`src/rtl/rld_sched_pkg.sv`:
```
// Shared types and default sizing for the RLDRAM read-burst scheduler.
package rld_sched_pkg;

  typedef enum logic [1:0] {
    IDLE = 2'd0,
    REQ  = 2'd1,
    GAP  = 2'd2
  } sched_state_t;

  localparam int DEF_QUEUE_ID_WIDTH  = 2;
  localparam int DEF_CREDIT_WIDTH    = 5;
  localparam int OUTSTANDING_WIDTH   = 3;
  localparam int DEF_MAX_CREDITS     = 16;
  localparam int DEF_MAX_OUTSTANDING = 4;

endpackage

```
`src/rtl/rld_rr_pick.sv`:
```
// Combinational round-robin picker: first eligible queue after last_grant, wrapping.
module rld_rr_pick
  import rld_sched_pkg::*;
#(
  parameter int NUM_QUEUES     = 4,
  parameter int QUEUE_ID_WIDTH = DEF_QUEUE_ID_WIDTH
) (
  input  logic [NUM_QUEUES-1:0]     eligible,
  input  logic [QUEUE_ID_WIDTH-1:0] last_grant,
  output logic [QUEUE_ID_WIDTH-1:0] pick_id,
  output logic                      pick_valid
);

  logic [QUEUE_ID_WIDTH-1:0] idx;

  always_comb begin
    pick_valid = 1'b0;
    pick_id    = '0;
    idx        = '0;
    // Offsets 1..NUM_QUEUES so last_grant itself is searched last.
    for (int unsigned i = 1; i <= NUM_QUEUES; i++) begin
      idx = QUEUE_ID_WIDTH'((32'(last_grant) + i) % NUM_QUEUES);
      if (!pick_valid && eligible[idx]) begin
        pick_valid = 1'b1;
        pick_id    = idx;
      end
    end
  end

endmodule

```
`src/rtl/rld_read_burst_scheduler.sv`:
```
// RLDRAM read-burst scheduler: credit/outstanding tracking and round-robin request issue.
module rld_read_burst_scheduler
  import rld_sched_pkg::*;
#(
  parameter int NUM_QUEUES      = 4,
  parameter int QUEUE_ID_WIDTH  = DEF_QUEUE_ID_WIDTH,
  parameter int CREDIT_WIDTH    = DEF_CREDIT_WIDTH,
  parameter int MAX_CREDITS     = DEF_MAX_CREDITS,
  parameter int MAX_OUTSTANDING = DEF_MAX_OUTSTANDING,
  parameter int BURST_GAP       = 2
) (
  input  logic                         memclk,
  input  logic                         reset,
  input  logic [NUM_QUEUES-1:0]        mem_queue_empty,
  input  logic [NUM_QUEUES-1:0]        credit_return,
  output logic                         rd_req,
  output logic [QUEUE_ID_WIDTH-1:0]    rd_req_queue_id,
  input  logic                         rd_ack,
  input  logic                         rd_done,
  output logic [NUM_QUEUES-1:0]        burst_inc,
  output logic [OUTSTANDING_WIDTH-1:0] outstanding,
  output logic                         busy,
  output logic                         err
);

  localparam int GAP_W    = (BURST_GAP > 1) ? $clog2(BURST_GAP) : 1;
  localparam int GAP_LOAD = (BURST_GAP > 0) ? BURST_GAP - 1 : 0;
  localparam logic [CREDIT_WIDTH-1:0]      CREDIT_FULL = CREDIT_WIDTH'(MAX_CREDITS);
  localparam logic [OUTSTANDING_WIDTH-1:0] OUT_LIMIT   = OUTSTANDING_WIDTH'(MAX_OUTSTANDING);

  sched_state_t              state_q, state_d;
  logic [QUEUE_ID_WIDTH-1:0] id_q, id_d, last_grant_q, pick_id;
  logic                      pick_valid;
  logic [GAP_W-1:0]          gap_cnt_q;
  logic [CREDIT_WIDTH-1:0]   credit_q [NUM_QUEUES];
  logic [NUM_QUEUES-1:0]     eligible, credit_dec, credit_ovf;
  logic                      accept;

  assign rd_req          = (state_q == REQ);
  assign rd_req_queue_id = id_q;
  // Gated by reset so a pending request cannot pulse burst_inc in the reset cycle.
  assign accept          = rd_req && rd_ack && !reset;
  assign busy            = (state_q != IDLE) || (outstanding != '0);

  always_comb begin
    eligible   = '0;
    credit_dec = '0;
    credit_ovf = '0;
    for (int unsigned q = 0; q < NUM_QUEUES; q++) begin
      eligible[q]   = !mem_queue_empty[q] && (credit_q[q] != '0) && (outstanding < OUT_LIMIT);
      credit_dec[q] = accept && (id_q == QUEUE_ID_WIDTH'(q));
      credit_ovf[q] = credit_return[q] && !credit_dec[q] && (credit_q[q] == CREDIT_FULL);
    end
  end

  always_comb begin
    burst_inc = '0;
    if (accept) burst_inc[id_q] = 1'b1;
  end

  rld_rr_pick #(
    .NUM_QUEUES     (NUM_QUEUES),
    .QUEUE_ID_WIDTH (QUEUE_ID_WIDTH)
  ) u_pick (
    .eligible   (eligible),
    .last_grant (last_grant_q),
    .pick_id    (pick_id),
    .pick_valid (pick_valid)
  );

  always_comb begin
    state_d = state_q;
    id_d    = id_q;
    unique case (state_q)
      IDLE: if (pick_valid) begin
        state_d = REQ;
        id_d    = pick_id;
      end
      REQ:  if (accept) state_d = (BURST_GAP == 0) ? IDLE : GAP;
      GAP:  if (gap_cnt_q == '0) state_d = IDLE;
      default: state_d = IDLE;
    endcase
  end

  always_ff @(posedge memclk) begin
    if (reset) begin
      state_q      <= IDLE;
      id_q         <= '0;
      last_grant_q <= QUEUE_ID_WIDTH'(NUM_QUEUES - 1);
      gap_cnt_q    <= '0;
    end else begin
      state_q <= state_d;
      id_q    <= id_d;
      if (accept) begin
        last_grant_q <= id_q;
        gap_cnt_q    <= GAP_W'(GAP_LOAD);
      end else if (state_q == GAP) begin
        gap_cnt_q <= gap_cnt_q - GAP_W'(1);
      end
    end
  end

  always_ff @(posedge memclk) begin
    if (reset) begin
      for (int unsigned q = 0; q < NUM_QUEUES; q++) credit_q[q] <= CREDIT_FULL;
      outstanding <= '0;
      err         <= 1'b0;
    end else begin
      for (int unsigned q = 0; q < NUM_QUEUES; q++) begin
        if (credit_return[q] && !credit_dec[q] && (credit_q[q] != CREDIT_FULL))
          credit_q[q] <= credit_q[q] + CREDIT_WIDTH'(1);
        else if (credit_dec[q] && !credit_return[q])
          credit_q[q] <= credit_q[q] - CREDIT_WIDTH'(1);
      end
      if (accept && !rd_done)
        outstanding <= outstanding + OUTSTANDING_WIDTH'(1);
      else if (rd_done && !accept && (outstanding != '0))
        outstanding <= outstanding - OUTSTANDING_WIDTH'(1);
      if ((|credit_ovf) || (rd_done && !accept && (outstanding == '0)))
        err <= 1'b1;
    end
  end

endmodule

```
`config.mk`:
```
export PLATFORM = sky130hd
export DESIGN_NAME = rld_read_burst_scheduler
export DESIGN_NICKNAME = d
export VERILOG_FILES = /design/src/rtl/rld_sched_pkg.sv /design/src/rtl/rld_rr_pick.sv /design/src/rtl/rld_read_burst_scheduler.sv
export SDC_FILE = /design/constraint.sdc
export NUM_CORES = 1
export LEC_CHECK = 0
export CORE_MARGIN = 2
export CORE_UTILIZATION = 50
export CTS_CLUSTER_SIZE = 10
export DETAILED_ROUTE_END_ITERATION = 8
export GPL_TIMING_DRIVEN = 0
export PLACE_DENSITY_LB_ADDON = 0.15
export SETUP_SLACK_MARGIN = 0.02
export SLEW_MARGIN = 20
export SYNTH_ARGS = -nofsm -noshare
export SYNTH_HDL_FRONTEND = slang
export SYNTH_HIERARCHICAL = 1
export SYNTH_SLANG_ARGS = --single-unit
```
`constraint.sdc`:
```
create_clock -name memclk -period 2.9 [get_ports memclk]
set_input_delay 0.58 -clock memclk [delete_from_list [all_inputs] [get_ports memclk]]
set_output_delay 0.58 -clock memclk [all_outputs]
set_load 0.1 [all_outputs]
```
# ---- Word-level counts from Yosys, hierarchy flattened
# Memories as Yosys holds them, arrays and structs flattened.
# Index checks and enable logic that the tools add are counted.
dict set report classes {
  n_addsub 15
  n_lt_le_gt_ge 7
  eq_ne 16
  muxes 65
  bitwise 8
  n_reduce_logical 72
}
# op count
set ops {}
lappend ops {{$mux W1} 41}
lappend ops {{$mux W5} 8}
lappend ops {{$logic_and A1 B1 Y1} 38}
lappend ops {{$add A5 B1 Y5 const B} 4}
lappend ops {{$eq A5 B5 Y1 const B} 4}
lappend ops {{$ne A5 B5 Y1 const B} 4}
lappend ops {{$reduce_bool A5 Y1} 4}
lappend ops {{$sub A5 B1 Y5 const B} 4}
lappend ops {{$logic_not A1 Y1} 18}
lappend ops {{$lt A2 B3 Y1 const B} 5}
lappend ops {{$mux W2} 7}
lappend ops {{$bmux W1 S2} 4}
lappend ops {{$or A1 B1 Y1} 8}
lappend ops {{$eq A2 B2 Y1 const B} 3}
lappend ops {{$mux W3} 2}
lappend ops {{$pmux W2 S3} 1}
lappend ops {{$reduce_bool A2 Y1} 3}
lappend ops {{$add A2 B1 Y2 const B} 2}
lappend ops {{$add A2 B2 Y2 const B} 2}
lappend ops {{$eq A2 B1 Y1 const B} 2}
lappend ops {{$logic_not A2 Y1} 2}
lappend ops {{$mux W4} 1}
lappend ops {{$ne A2 B2 Y1 const B} 2}
lappend ops {{$reduce_or A4 Y1} 1}
lappend ops {{other kinds (12)} 13}
dict set report word_totals {
  ff_bits 11
  ram_bits 20
  input_bits 12
  output_inout_bits 12
  elab_cells 190
  n_memories 1
}
# memory words word_bits rd rd_clocked_by_memory_dff write_ports line_no
set mem_list {}
lappend mem_list {credit_q 4 5 4 0 4 rld_read_burst_scheduler.sv:35} ;# logic [CREDIT_WIDTH-1:0] credit_q [NUM_QUEUES];

# ---- Depth between registers and ports, before layout
# An unclocked memory read counts as a cell.
dict set report depth {
  word_depth 18
  ltp_mapped 12
  mapped_depth_nobuf 10
}

# ---- By module
# Netlist, hierarchy kept.
# module n_inst cells_each area_each_um2 seq_area_each_um2
set by_module_without_submodules {}
lappend by_module_without_submodules {rld_read_burst_scheduler 1 224 2060.7 820.8}
lappend by_module_without_submodules {rld_rr_pick 1 14 91.3 0.0}

# ---- Least setup slack after synthesis
# No wires, ideal clock.
dict set report synth_path {
  kind {register to register}
  startpoint {register id_q[0] (netlist: rd_req_queue_id[0])}
  endpoint {memory credit_q[1][4] in the netlist's numbering (data pin)}
  setup_time_ns 0.257
  t_arrival_ns 3.907
  required_time_ns 2.643
  slack_ns -1.264
  path_stages_with_launch 10
  path_buffers 0
  synth_period_minus_slack_ns 4.164
  path_cell_list {dfxtp_1 > nor3b_2 > and2b_1 > inv_1 > fa_1 > nor2b_1 > o21ai_0 > nand2b_1 > nand3_1 > a32o_1}
}
# item line_no
set synth_lines {}
lappend synth_lines {{from (decl)} rld_read_burst_scheduler.sv:32} ;# logic [QUEUE_ID_WIDTH-1:0] id_q, id_d, last_grant_q, pick_id;
lappend synth_lines {{from (signal assigned)} rld_read_burst_scheduler.sv:93} ;# id_q <= id_d;
lappend synth_lines {{to (decl)} rld_read_burst_scheduler.sv:35}

==> run summary <==
Area share of the largest cell type after synthesis = 0.279
Unrepaired setup endpoints after global routing = no
CTS Buf Count = 5
Vias/cell = 5.70
CTS Root Cell = clkbuf_8
Most common cell in the synthesized netlist = nor2_1
Worst r2r src = state_q[0]
Final setup viols = 0
# DRC = 0
Primary FF master, synth = edfxtp_1
Worst skew pair latency = 0.28 ns
Int Pwr = 981 uW
Status = finished, final reports clean
Switch share = 0.447
Pin count of the biggest net entering global routing = 11
Global router's overall resource usage = 0.193
Mapped cell area = 2150 um^2
Post-Syn Instances = 238
Setup slack after layout = 0.162 ns
Max-cap violations = 0
Gate power share = 0.456
I/O pins = 24
Maximum VDD drop = 0.344 mV
Crit path DAT = 2.76 ns
IO Port Bufs = 23
Worst Skew = 0.0131 ns
Post-Syn Nets = 265
Gr ovfl total = 0
Avg Inst Size Synth = 9.04 um^2
Share of flip-flops with an asynchronous set or reset = 0
Worst Setup Start Kind = primary input
Clock Tree Buf Depth = 2
Post-DRT Antenna Nets = 0
Clock share of power = 0.175
TritonCTS clock tree = yes
HP Start = gap_cnt_q
Number of global-route vias before repair = 1681
Clk slew on worst S/H paths = 0.06 ns
First-pass GRT wire length = 7600 um
Layout cells sized above 1 = 0.154
Ant diodes = 0
Routed wire length = 4460 um
Synth area leader = edfxtp_1
Reg power frac = 0.369
Layout area overhead = 21.9%
Die ar. = 4840 um^2
Switching pwr = 794 uW
Final Instance Count excl. Fillers = 323
CTS Sinks = 31
EDFF count, synth = 20
Yosys reg bits = 31
Tcrit/Tclk final = 0.944
Setup_tns = 0 ns
Static leakage = 0.00104 uW
H-tree levels = 2
Initial Util = 0.530
RePlAce Congestion = 0.819
Initial antenna violation count = 0
Slew Viols, Final = 0
Final critical-path required period = 2.74 ns
Placed insts = 311
Post-CTS Hold Buffers = 0
Post-synth cell types = 50
Layout Nets = 301
Vias = 1841
Multi-input gate area = 1300 um^2
Row Count = 23
Crit. Startpoint = reset
Sequential share of the synthesized area = 0.381
Relative slew margins = 0.352
Most common library cells after synthesis = 29 x nor2_1, 20 x edfxtp_1, 20 x nand2_1
Pre-CTS setup slack = -0.648 ns
Wire per inst = 13.8 um
Filler Cells Inserted = 348
CP required = 2.92 ns
Final Hold Fails = 0
Power per standard cell area = 677 nW/um^2
CORE AREA = 4060 um^2
Hold/Removal Path Class = flip-flop to flip-flop
Worst Tran Pin Value = 0.970 ns
Highest Clock Rate = 0.365 GHz
Initial DRT Pass Iterations = 4
Synth top area cells = edfxtp_1 28%, dfxtp_1 10%, ha_1 6.4%
Die Wd = 69.6 um
Worst Path Max Fanout = 5
Detailed-placement wirelength estimate = 3290 um
Crit path kind = primary input to flip-flop
Number of DRC markers in iteration 0 = 136
Storage cell area = 823 um^2
Chip Height = 69.6 um
Ys Warns = 6
Nature of the critical path endpoint = flip-flop
registers in the layout, summed over array words and instances, names as in the netlist:
signal	flops
credit_q	20
err	1
gap_cnt_q	1
last_grant_q	2
outstanding	3
rd_req_queue_id	2
state_q	2
worst max-delay path, cell delays in order:
cell	delay, ns
clkbuf_2	0.10
nand4bb_1	0.19
buf_6	0.16
or3_4	0.37
or2_0	0.22
buf_4	0.16
fa_2	0.36
nor2b_2	0.13
o21ai_1	0.07
nand2b_1	0.12
mux2i_1	0.20
o22ai_1	0.09
power by group through the flow:
stage	registers, uW	logic [uW]	clock network (uW)
final	655	810	311
after global routing	670	872	332
after CTS	654	806	316
after detailed placement	664	798	0
after global placement	661	791	0
after floorplan	833	445	0
cell type report:
type | instances | share of cell area
multi-input combinational | 184 | 0.497
sequential | 31 | 0.314
timing repair buffer | 29 | 0.101
clock buffer | 6 | 0.0277
inverter | 18 | 0.0258
tap | 50 | 0.0238
buffer | 5 | 0.0114
path summary, 6_finish.rpt:
| kind | endpoint | slack [ns] | depth (start not counted) |
|---|---|---|---|
| setup reg to reg | credit_q[0][4] | 0.21 | 11 |
| hold reg to reg | state_q[1] | 0.47 | 2 |
| hold / removal | state_q[1] | 0.47 | 2 |
| setup / recovery | credit_q[0][4] | 0.16 | 12 |
cell usage in the layout, fill, tap and decap left out, types with 3 or more instances in the layout:
master / n
a21o_1: 3
a21oi_1: 12
a31oi_1: 5
and2_1: 3
buf_4: 7
clkbuf_1: 4
clkbuf_8: 5
clkdlybuf4s15_2: 3
clkdlybuf4s50_1: 17
dfxtp_1: 9
edfxtp_1: 20
fa_2: 3
ha_1: 9
inv_1: 15
inv_2: 3
mux2i_1: 6
nand2_1: 20
nand2b_1: 9
nand3_1: 5
nor2_1: 29
nor2b_1: 8
nor3_1: 10
nor4_1: 4
o21ai_0: 6
o21ai_1: 5
xor2_1: 5
layer usage:
metal | share of wire | GRT usage | up-vias | wire [um]
li1 | - | - | 924 | -
met1 | 0.46 | 0.257 | 864 | 2070
met2 | 0.47 | 0.312 | 48 | 2080
met3 | 0.055 | 0.0363 | 5 | 243
met4 | 0.014 | 0.0719 | 0 | 64
met5 | 0 | 0 | - | 0
through the flow:
stage	util	hold slack, ns	total power, uW	cell area (um^2)
after global routing	0.647	0.503	1870	2620
after floorplan	-	0.449	1280	2200
after detailed placement	0.614	0.464	1460	2490
after CTS	0.638	0.473	1780	2590
final	0.647	0.467	1780	2620
after global placement	0.614	0.457	1450	2490
logic make-up after synthesis:
family                   share of synthesized area
AO/OA/AOI/OAI                                0.145
XOR/XNOR                                    0.0285
adder cells (fa/ha/maj)                      0.101
buffers and inverters                       0.0413
flip-flops                                   0.381
multiplexers                                0.0279
AND/OR/NAND/NOR                              0.274
timing repair:
action	in CTS	in global routing
buffers inserted	2	4
pin swaps	1	5
endpoints found under the setup margin	8	3
gates resized for setup	22	6
No activity file was read; power rests on OpenSTA's default activity.
